File: config.mk
export PLATFORM = sky130hd
export DESIGN_NAME = trap_monitor
export DESIGN_NICKNAME = d
export VERILOG_FILES = /design/src/rtl/trap_mon_pkg.sv /design/src/rtl/trap_monitor_exc_prio_enc.sv /design/src/rtl/trap_monitor.sv
export SDC_FILE = /design/constraint.sdc
export NUM_CORES = 1
export LEC_CHECK = 0
export CAP_MARGIN = 20
export CORE_MARGIN = 3
export CORE_UTILIZATION = 48
export DETAILED_ROUTE_END_ITERATION = 6
export GPL_ROUTABILITY_DRIVEN = 0
export PLACE_DENSITY = 0.95
export SLEW_MARGIN = 40
export SYNTH_ARGS = -nofsm -noshare
export SYNTH_HDL_FRONTEND = slang
export SYNTH_SLANG_ARGS = --single-unit
File: constraint.sdc
create_clock -name clk -period 6.9 [get_ports clk]
set_clock_uncertainty 0.15 [all_clocks]
set_input_delay 1.38 -clock clk [delete_from_list [all_inputs] [get_ports clk]]
set_output_delay 1.38 -clock clk [all_outputs]
set_load 0.005 [all_outputs]
File: src/rtl/trap_mon_pkg.sv
// Shared types and default constants for the trap monitor.
// The default masks decode the 8-line exception bus: fatal bits 0-2, ECALL bit 3, EBREAK bit 4.
package trap_mon_pkg;

  typedef enum logic [2:0] {
    ST_RST   = 3'd0,
    ST_RUN   = 3'd1,
    ST_TRAP  = 3'd2,
    ST_HALT  = 3'd3,
    ST_ERROR = 3'd4
  } state_e;

  localparam int NEXC_DEF = 8;
  localparam int CAUSE_W  = $clog2(NEXC_DEF);
  localparam int CNT_W_DEF = 16;

  localparam logic [7:0]  FATAL_MASK_DEF = 8'b0000_0111;
  localparam logic [7:0]  TRAP_MASK_DEF  = 8'b0000_1000;
  localparam logic [7:0]  HALT_MASK_DEF  = 8'b0001_0000;
  localparam logic [63:0] TRAP_VEC_DEF   = 64'h8000_0100;

endpackage

File: src/rtl/trap_monitor_exc_prio_enc.sv
// Lowest-index priority encoder: idx is the lowest set bit of vec, any flags a non-empty vec.
module exc_prio_enc #(
  parameter int N = 8
) (
  input  logic [N-1:0]         vec,
  output logic [$clog2(N)-1:0] idx,
  output logic                 any
);

  localparam int IW = $clog2(N);

  always_comb begin
    idx = '0;
    // scan downwards so the lowest set bit is the last one written
    for (int i = N - 1; i >= 0; i--) begin
      if (vec[i]) idx = IW'(i);
    end
  end

  assign any = |vec;

endmodule

File: src/rtl/trap_monitor.sv
// Exception/trap supervisor between execute and the PC register.
// Optional per-cause saturating counters are built when TRAP_MON_COUNT_EN is defined.
//
//  state | meaning
//  RST   | held in reset, PC frozen
//  RUN   | normal execution, PC advances unless an exception or redirect is pending
//  TRAP  | one cycle, redirect to the trap vector in flight
//  HALT  | stopped on EBREAK until resume
//  ERROR | fatal exception, terminal until reset
module trap_monitor
  import trap_mon_pkg::*;
#(
  parameter int               XLEN       = 64,
  parameter int               NEXC       = NEXC_DEF,
  parameter logic [NEXC-1:0]  FATAL_MASK = NEXC'(FATAL_MASK_DEF),
  parameter logic [NEXC-1:0]  TRAP_MASK  = NEXC'(TRAP_MASK_DEF),
  parameter logic [NEXC-1:0]  HALT_MASK  = NEXC'(HALT_MASK_DEF),
  parameter logic [XLEN-1:0]  TRAP_VEC   = XLEN'(TRAP_VEC_DEF),
  parameter int               CNT_W      = CNT_W_DEF
) (
  input  logic                    clk,
  input  logic                    rst,
  input  logic [NEXC-1:0]         exc_i,
  input  logic [XLEN-1:0]         pc_i,
  input  logic                    mret_i,
  input  logic                    resume_i,
  output logic                    pc_we_o,
  output logic                    redirect_valid_o,
  output logic [XLEN-1:0]         redirect_pc_o,
  output logic [2:0]              state_o,
  output logic [$clog2(NEXC)-1:0] cause_o,
  output logic [XLEN-1:0]         epc_o,
  output logic                    halted_o,
  output logic                    error_o,
  input  logic [$clog2(NEXC)-1:0] cnt_sel_i,
  output logic [CNT_W-1:0]        cnt_o
);

  localparam int CW = $clog2(NEXC);

  state_e          state_q, state_d;
  logic [NEXC-1:0] fatal_v, trap_v, halt_v;
  logic [CW-1:0]   fatal_idx, trap_idx, halt_idx, win_idx;
  logic            fatal_any, trap_any, halt_any, exc_any;
  logic            take_exc, take_mret;

  assign fatal_v = exc_i & FATAL_MASK;
  assign trap_v  = exc_i & TRAP_MASK;
  assign halt_v  = exc_i & HALT_MASK;

  exc_prio_enc #(.N(NEXC)) u_enc_fatal (.vec(fatal_v), .idx(fatal_idx), .any(fatal_any));
  exc_prio_enc #(.N(NEXC)) u_enc_trap  (.vec(trap_v),  .idx(trap_idx),  .any(trap_any));
  exc_prio_enc #(.N(NEXC)) u_enc_halt  (.vec(halt_v),  .idx(halt_idx),  .any(halt_any));

  assign exc_any = fatal_any | trap_any | halt_any;

  // class outranks index: a fatal bit wins even if a trap bit sits lower
  always_comb begin
    win_idx = halt_idx;
    if (fatal_any)     win_idx = fatal_idx;
    else if (trap_any) win_idx = trap_idx;
  end

  always_comb begin
    state_d   = state_q;
    take_exc  = 1'b0;
    take_mret = 1'b0;
    case (state_q)
      ST_RST:  state_d = ST_RUN;
      ST_RUN: begin
        if (exc_any) begin
          take_exc = 1'b1;
          if (fatal_any)     state_d = ST_ERROR;
          else if (trap_any) state_d = ST_TRAP;
          else               state_d = ST_HALT;
        end else if (mret_i) begin
          take_mret = 1'b1;
        end
      end
      ST_TRAP:  state_d = ST_RUN;
      ST_HALT:  if (resume_i) state_d = ST_RUN;
      ST_ERROR: state_d = ST_ERROR;
      default:  state_d = ST_RST;
    endcase
  end

  always_ff @(posedge clk) begin
    if (!rst) begin
      state_q          <= ST_RST;
      redirect_valid_o <= 1'b0;
      redirect_pc_o    <= '0;
      cause_o          <= '0;
      epc_o            <= '0;
    end else begin
      state_q          <= state_d;
      redirect_valid_o <= 1'b0;
      if (take_exc) begin
        cause_o <= win_idx;
        if (state_d == ST_TRAP) begin
          epc_o            <= pc_i;
          redirect_valid_o <= 1'b1;
          redirect_pc_o    <= TRAP_VEC;
        end
      end else if (take_mret) begin
        redirect_valid_o <= 1'b1;
        redirect_pc_o    <= epc_o + XLEN'(4);
      end
    end
  end

  assign pc_we_o  = (state_q == ST_RUN) & ~exc_any & ~redirect_valid_o;
  assign state_o  = state_q;
  assign halted_o = (state_q == ST_HALT);
  assign error_o  = (state_q == ST_ERROR);

`ifdef TRAP_MON_COUNT_EN
  logic [CNT_W-1:0] cnt_q [NEXC];

  always_ff @(posedge clk) begin
    if (!rst) begin
      for (int i = 0; i < NEXC; i++) cnt_q[i] <= '0;
    end else if (take_exc && (cnt_q[win_idx] != {CNT_W{1'b1}})) begin
      cnt_q[win_idx] <= cnt_q[win_idx] + CNT_W'(1);
    end
  end

  assign cnt_o = cnt_q[cnt_sel_i];
`else
  logic unused_cnt_sel;
  assign unused_cnt_sel = ^cnt_sel_i;
  assign cnt_o          = '0;
`endif

endmodule

==> results of run 1 <==
worst register-to-register path: cells and delay by family (launching register included):
family,cells,cell delay (ps)
AO/OA/AOI/OAI,1,90
buffers and inverters,1,540
flip-flops,1,380
AND/OR/NAND/NOR,5,1600
report_power, final:
part / total (uW) / internal [uW] / switching, uW / leakage [uW]
sequential: 796 / 787 / 8.96 / 0.00109
clock: 865 / 553 / 311 / 0.000273
combinational: 108 / 65.9 / 42.4 / 0.00157
total: 1770 / 1410 / 363 / 0.00293
cells by family (layout without fill, tap and decap cells):
group,Yosys count,count (layout),share of synthesized area
DFF,135,135,0.434
adders and majority gates,1,1,0.00201
other,1,16,0.000603
xor gates and xnor gates,56,56,0.0788
buffers and inverters,66,254,0.0523
AOI/OAI and AO/OA,144,144,0.153
and+or+nand+nor,352,352,0.279
Yosys cell counts (8+ instances only):
cell and instances:
a21boi_0 73, and2_1 10, and3_1 11, buf_2 8
buf_4 16, clkbuf_1 30, dfxtp_1 135, inv_1 10
nand2_1 212, nand3_1 37, nand4_1 11, nor2_1 16
nor3_1 9, nor4_1 8, nor4_2 9, o21ai_0 26
o21ai_1 24, xnor2_1 34, xor2_1 22
metrics by stage:
step	hold slack (ps)	std cells	instance area, um2
finish	291	1126	8930
global route	325	1126	8930
CTS	294	1126	8930
detailed placement	287	1097	8380
global placement	281	1095	8330
floorplan	292	770	6280
layout by cell type (no fill, tap or decap), types with 3 or more instances in the layout:
cell type	Yosys	layout
nand2_1	212	212
clkdlybuf4s50_1	0	209
dfxtp_1	135	135
a21boi_0	73	73
nand3_1	37	36
xnor2_1	34	34
o21ai_0	26	26
o21ai_1	24	24
xor2_1	22	22
clkbuf_16	0	17
nor2_1	16	16
conb_1	1	16
nand4_1	11	11
inv_1	10	10
and2_1	10	10
and3_1	11	10
nor4_2	9	9
nor3_1	9	9
nor4_1	8	8
a21oi_1	5	5
and4_1	5	5
nor2b_1	5	5
clkbuf_1	30	5
a22oi_1	4	4
nor3b_1	3	3
nand4_2	3	3
clkbuf_8	0	3
buf_4	16	3
per-layer routing:
layer | vias up | global-route usage | wire length [um]
met5 | - | 0 | 0
met4 | 0 | 0.0780 | 315
met3 | 23 | 0.0669 | 1110
met2 | 217 | 0.480 | 10100
met1 | 2924 | 0.302 | 7610
li1 | 2908 | - | -
sequential cells by signal, summed over array words and instances (netlist names):
name	count
redirect_valid_o	1
redirect_pc_o	64
cause_o	3
state_o	3
epc_o	64
cell type report:
type	count	area (um2)
tap	168	210
fill	923	3430
timing repair buffer	215	2160
sequential	135	2700
clock buffer	25	485
multi-input combinational	569	3260
clock inverter	4	70.1
inverter	10	37.5
worst paths after layout:
check                      end
max reg2reg  redirect_pc_o[10]
min reg2reg  redirect_pc_o[57]
max                    pc_we_o
min          redirect_pc_o[57]
==> flow_metrics.tcl, run 1 <==
set metrics [dict create \
    status "complete, no violations" \
    cts_tree "done" \
    hpwl_um 13600 \
    vias 6072 \
    drc 0 \
    crit_start "exc_i[3]" \
    avgSynthCellArea_um2 8.24 \
    ys_top_cells_by_area "dfxtp_1 (43%), nand2_1 (13%), a21boi_0 (8.8%)" \
    maxCapViolations 0 \
    report.final.hold_viol_count 0 \
    synthToLayoutAreaGrowth_pct 43.6 \
    cts_hold_buf 0 \
    crit_buf_inv 2 \
    fin_nets 1028 \
    critPathMostFrequentCell "clkdlybuf4s50_1" \
    ys_warn_count 0 \
    cts_buffers 17 \
    cts-resized-gates 0 \
    grt_usage 0.263 \
    root_buffer "clkbuf_16" \
    critPathSlowestCell "clkdlybuf4s50_1" \
    antenna_cells 0 \
    r2r.worst_path.cells 7 \
    drtAntennaViolNets 0 \
    cp_top_family "buffers and inverters" \
    core_um2 12400 \
    critical_path.max_stage_delay_ps 580 \
    drtIter0Drc 551 \
    crit_cells 3 \
    clkLatencyLatePin_ps 420 \
    fmax_mhz 229 \
    io_pins 233 \
    total_power_uw 1770 \
    yosysUniqueCellTypes 50 \
    grt-ovfl-total 0 \
    synth.yosys.seq_area_share 0.434 \
    min-delay-start "redirect_pc_o[57]" \
    finalMaxSlewViolations 0 \
    grt_pass1_vias 5952 \
    fin_ws_ps 2520 \
    grt_max_degree 91 \
    cts_max_path_buffers 2 \
    cts.sinks 135 \
    synth-edff-count 0 \
    max_slew_margin 0.493 \
    min_period_over_period 0.634 \
    irDropWorstVdd_v 0.000143 \
    min_path_cells 2 \
    critical_path_class "input pin to output pin" \
    path_max_fanout 10 \
    pre_cts_slack_ps 2520 \
    p_leak_uw 0.00293 \
    r2r_start "state_o[0]" \
    synthCells 755 \
    synthFlopType "dfxtp_1" \
    cts_setup_buffers 0 \
    start_kind "input pin" \
    grt_first_pass_wirelength_um 30200 \
    ff2ff_setup_slack_ps 4020 \
    yosysTopAreaCell "dfxtp_1" \
    die_h_um 120 \
    via_per_inst 5.39 \
    power_density_nw_per_um2 198 \
    worstPathCellList "clkdlybuf4s50_1, nor4_1, clkdlybuf4s50_1" \
    die_x_um 120 \
    antenna_found_initial 0 \
    rows 40 \
    htree_levels 4 \
    rsz0062_at_grt "false" \
    first_pass_iters 5 \
    setup_viol 0 \
    post-route-util 0.723 \
    netlist_area_um2 6220 \
    end_kind "output pin" \
    tightest_slew_ps 760 \
    synth_top_area_share 0.434 \
    crit_arrival_ps 2850 \
    clk_pin_slew_worst_paths_ps 50 \
    fp.dieArea_um2 14400 \
    floorplan.initialDensity 0.503 \
    fin_crit_ps 4380 \
    fin_tns_setup_ps 0 \
    worst_hold_path_type "flop to flop" \
    wirelength_um 19100 \
    cp.required_ps 5370 \
    wl_per_cell_um 17.0 \
    portBuffers 210 \
    ys_ff_latch 135 \
    drive_gt1_frac 0.0553 \
    async_flop_share 0 \
]
No activity file was read; power rests on OpenSTA's default activity.
==> run 2, diff against run 1 <==
--- a/config.mk
+++ b/config.mk
@@ -7,10 +7,10 @@
 export LEC_CHECK = 0
 export CAP_MARGIN = 20
 export CORE_MARGIN = 3
-export CORE_UTILIZATION = 48
+export CORE_UTILIZATION = 45
 export DETAILED_ROUTE_END_ITERATION = 6
 export GPL_ROUTABILITY_DRIVEN = 0
-export PLACE_DENSITY = 0.95
+export PLACE_DENSITY = 0.91
 export SLEW_MARGIN = 40
 export SYNTH_ARGS = -nofsm -noshare
 export SYNTH_HDL_FRONTEND = slang
==> constraint.sdc (replaced) <==
create_clock -name clk -period 4.25 [get_ports clk]
set_clock_uncertainty 0.15 [all_clocks]
set_input_delay 0.85 -clock clk [delete_from_list [all_inputs] [get_ports clk]]
set_output_delay 0.85 -clock clk [all_outputs]
set_load 0.005 [all_outputs]
==> run 2 against run 1 <==
  * Global-route usage down 2.4 points
  * Worst setup slack worse by 1700 ps
  * Utilization decreased by 5.1 points
  * Critical path depth unchanged
  * Wire length is 4.4% lower
  * Cell count is 1.2% higher
  * Power rose by 67%
  * Flip-flop and latch count unchanged
  * Via count down 3.9%
  * Critical endpoint unchanged
==> flow_metrics.tcl, run 2 (synthesis gave the netlist of run 1 again) <==
set metrics [dict create \
    status "complete, no violations" \
    crit_buf_inv 2 \
    cts.sinks 135 \
    cts_setup_buffers 0 \
    critPathSlowestCell "clkdlybuf4s50_1" \
    fmax_mhz 291 \
    grt_pass1_vias 5620 \
    tightest_slew_ps 774 \
    critPathMostFrequentCell "clkdlybuf4s50_1" \
    cts_hold_buf 0 \
    fin_crit_ps 3430 \
    floorplan.initialDensity 0.464 \
    vias 5836 \
    start_kind "input pin" \
    cp_top_family "buffers and inverters" \
    max_slew_margin 0.484 \
    grt_max_degree 90 \
    rsz0062_at_grt "false" \
    drtIter0Drc 401 \
    path_max_fanout 10 \
    final_common_cell "nand2_1" \
    htree_levels 4 \
    wl_per_cell_um 16.1 \
    wirelength_um 18300 \
    placed_cells_incl_taps 1108 \
    reg_top3 "epc_o x64, redirect_pc_o x64" \
    clk_pin_slew_worst_paths_ps 50 \
    core_um2 13400 \
    maxCapViolations 0 \
    p_leak_uw 0.00298 \
    irDropWorstVdd_v 0.000245 \
    portBuffers 210 \
    placed_cell_area_um2 8400 \
    power_density_nw_per_um2 328 \
    antenna_found_initial 1 \
    die_h_um 124 \
    pre_cts_slack_ps 783 \
    root_buffer "clkbuf_16" \
    fin_area_um2 9000 \
    setup_viol 0 \
    io_pins 233 \
    grt-ovfl-total 0 \
    crit_arrival_ps 2430 \
    fp.dieArea_um2 15300 \
    end_kind "output pin" \
    first_pass_iters 6 \
    cts-resized-gates 0 \
    fin_nets 1031 \
    hpwl_um 13300 \
    report.final.hold_viol_count 0 \
    cts_max_path_buffers 2 \
    synthToLayoutAreaGrowth_pct 44.7 \
    drtAntennaViolNets 0 \
    critical_path.max_stage_delay_ps 590 \
    critical_path_class "input pin to output pin" \
    fin_tns_setup_ps 0 \
    final_cell_mix "nand2_1 (212), clkdlybuf4s50_1 (209), dfxtp_1 (135), a21boi_0 (73), nand3_1 (36)" \
    total_power_uw 2950 \
    clkLatencyLatePin_ps 410 \
    die_x_um 124 \
    cts_tree "done" \
    fin_ws_ps 818 \
    via_per_inst 5.12 \
    worstPathCellList "clkdlybuf4s50_1, nor4_1, clkdlybuf4s50_1" \
    rows 42 \
    grt_usage 0.239 \
    worst_hold_path_type "flop to flop" \
    drive_gt1_frac 0.0633 \
    grt_first_pass_wirelength_um 28400 \
    stdcell_count 1140 \
    drc 0 \
    min_period_over_period 0.807 \
    finalMaxSlewViolations 0 \
    cts_buffers 17 \
    cp.required_ps 3250 \
]
run 2: cell count changes in the layout (fill, tap and decap cells not counted), moves of 2 or more:
cell | before | now
clkinv_2 | 2 | 5
clkbuf_1 | 5 | 2
buf_12 | 0 | 2
buf_4 | 3 | 6
run 2: per-layer routing:
layer	GRT usage	share of wire	up-vias
li1	-	-	2916
met5	0	0	-
met3	0.0609	0.060	28
met4	0.0955	0.026	0
met2	0.410	0.50	199
met1	0.285	0.41	2693
run 2: area by class of cell:
class | count | area [um2]
Antenna cell | 1 | 2.50
Clock buffer | 22 | 474
Clock inverter | 9 | 124
Fill cell | 1052 | 4400
Inverter | 10 | 37.5
Multi-Input combinational cell | 569 | 3260
Sequential cell | 135 | 2700
Tap cell | 176 | 220
Timing Repair Buffer | 218 | 2180
run 2: path summary, 6_finish.rpt:
check	start	to	slack, ps	depth (start not counted)
worst max-delay path	exc_i[3]	pc_we_o	820	3
worst min-delay path	redirect_pc_o[52]	redirect_pc_o[52]	290	2
worst max register to register	epc_o[2]	redirect_pc_o[44]	1560	7
worst min register to register	redirect_pc_o[52]	redirect_pc_o[52]	290	2
run 2: power breakdown:
group          internal, uW  switching, uW  total, uW
sequential             1280           14.4       1290
combinational           104           66.7        171
clock                   961            527       1490
run 2: metrics by stage:
step	hold WS, ps	utilization
2_1_floorplan	292	-
3_3_place_gp	282	0.627
3_5_place_dp	286	0.627
4_1_cts	293	0.672
5_1_grt	307	0.672
6_report	292	0.672
run 2: worst min-delay path, stage by stage, from the launching register on:
cell,delay (ps)
dfxtp_1,300
nand2_1,50
o21ai_1,50
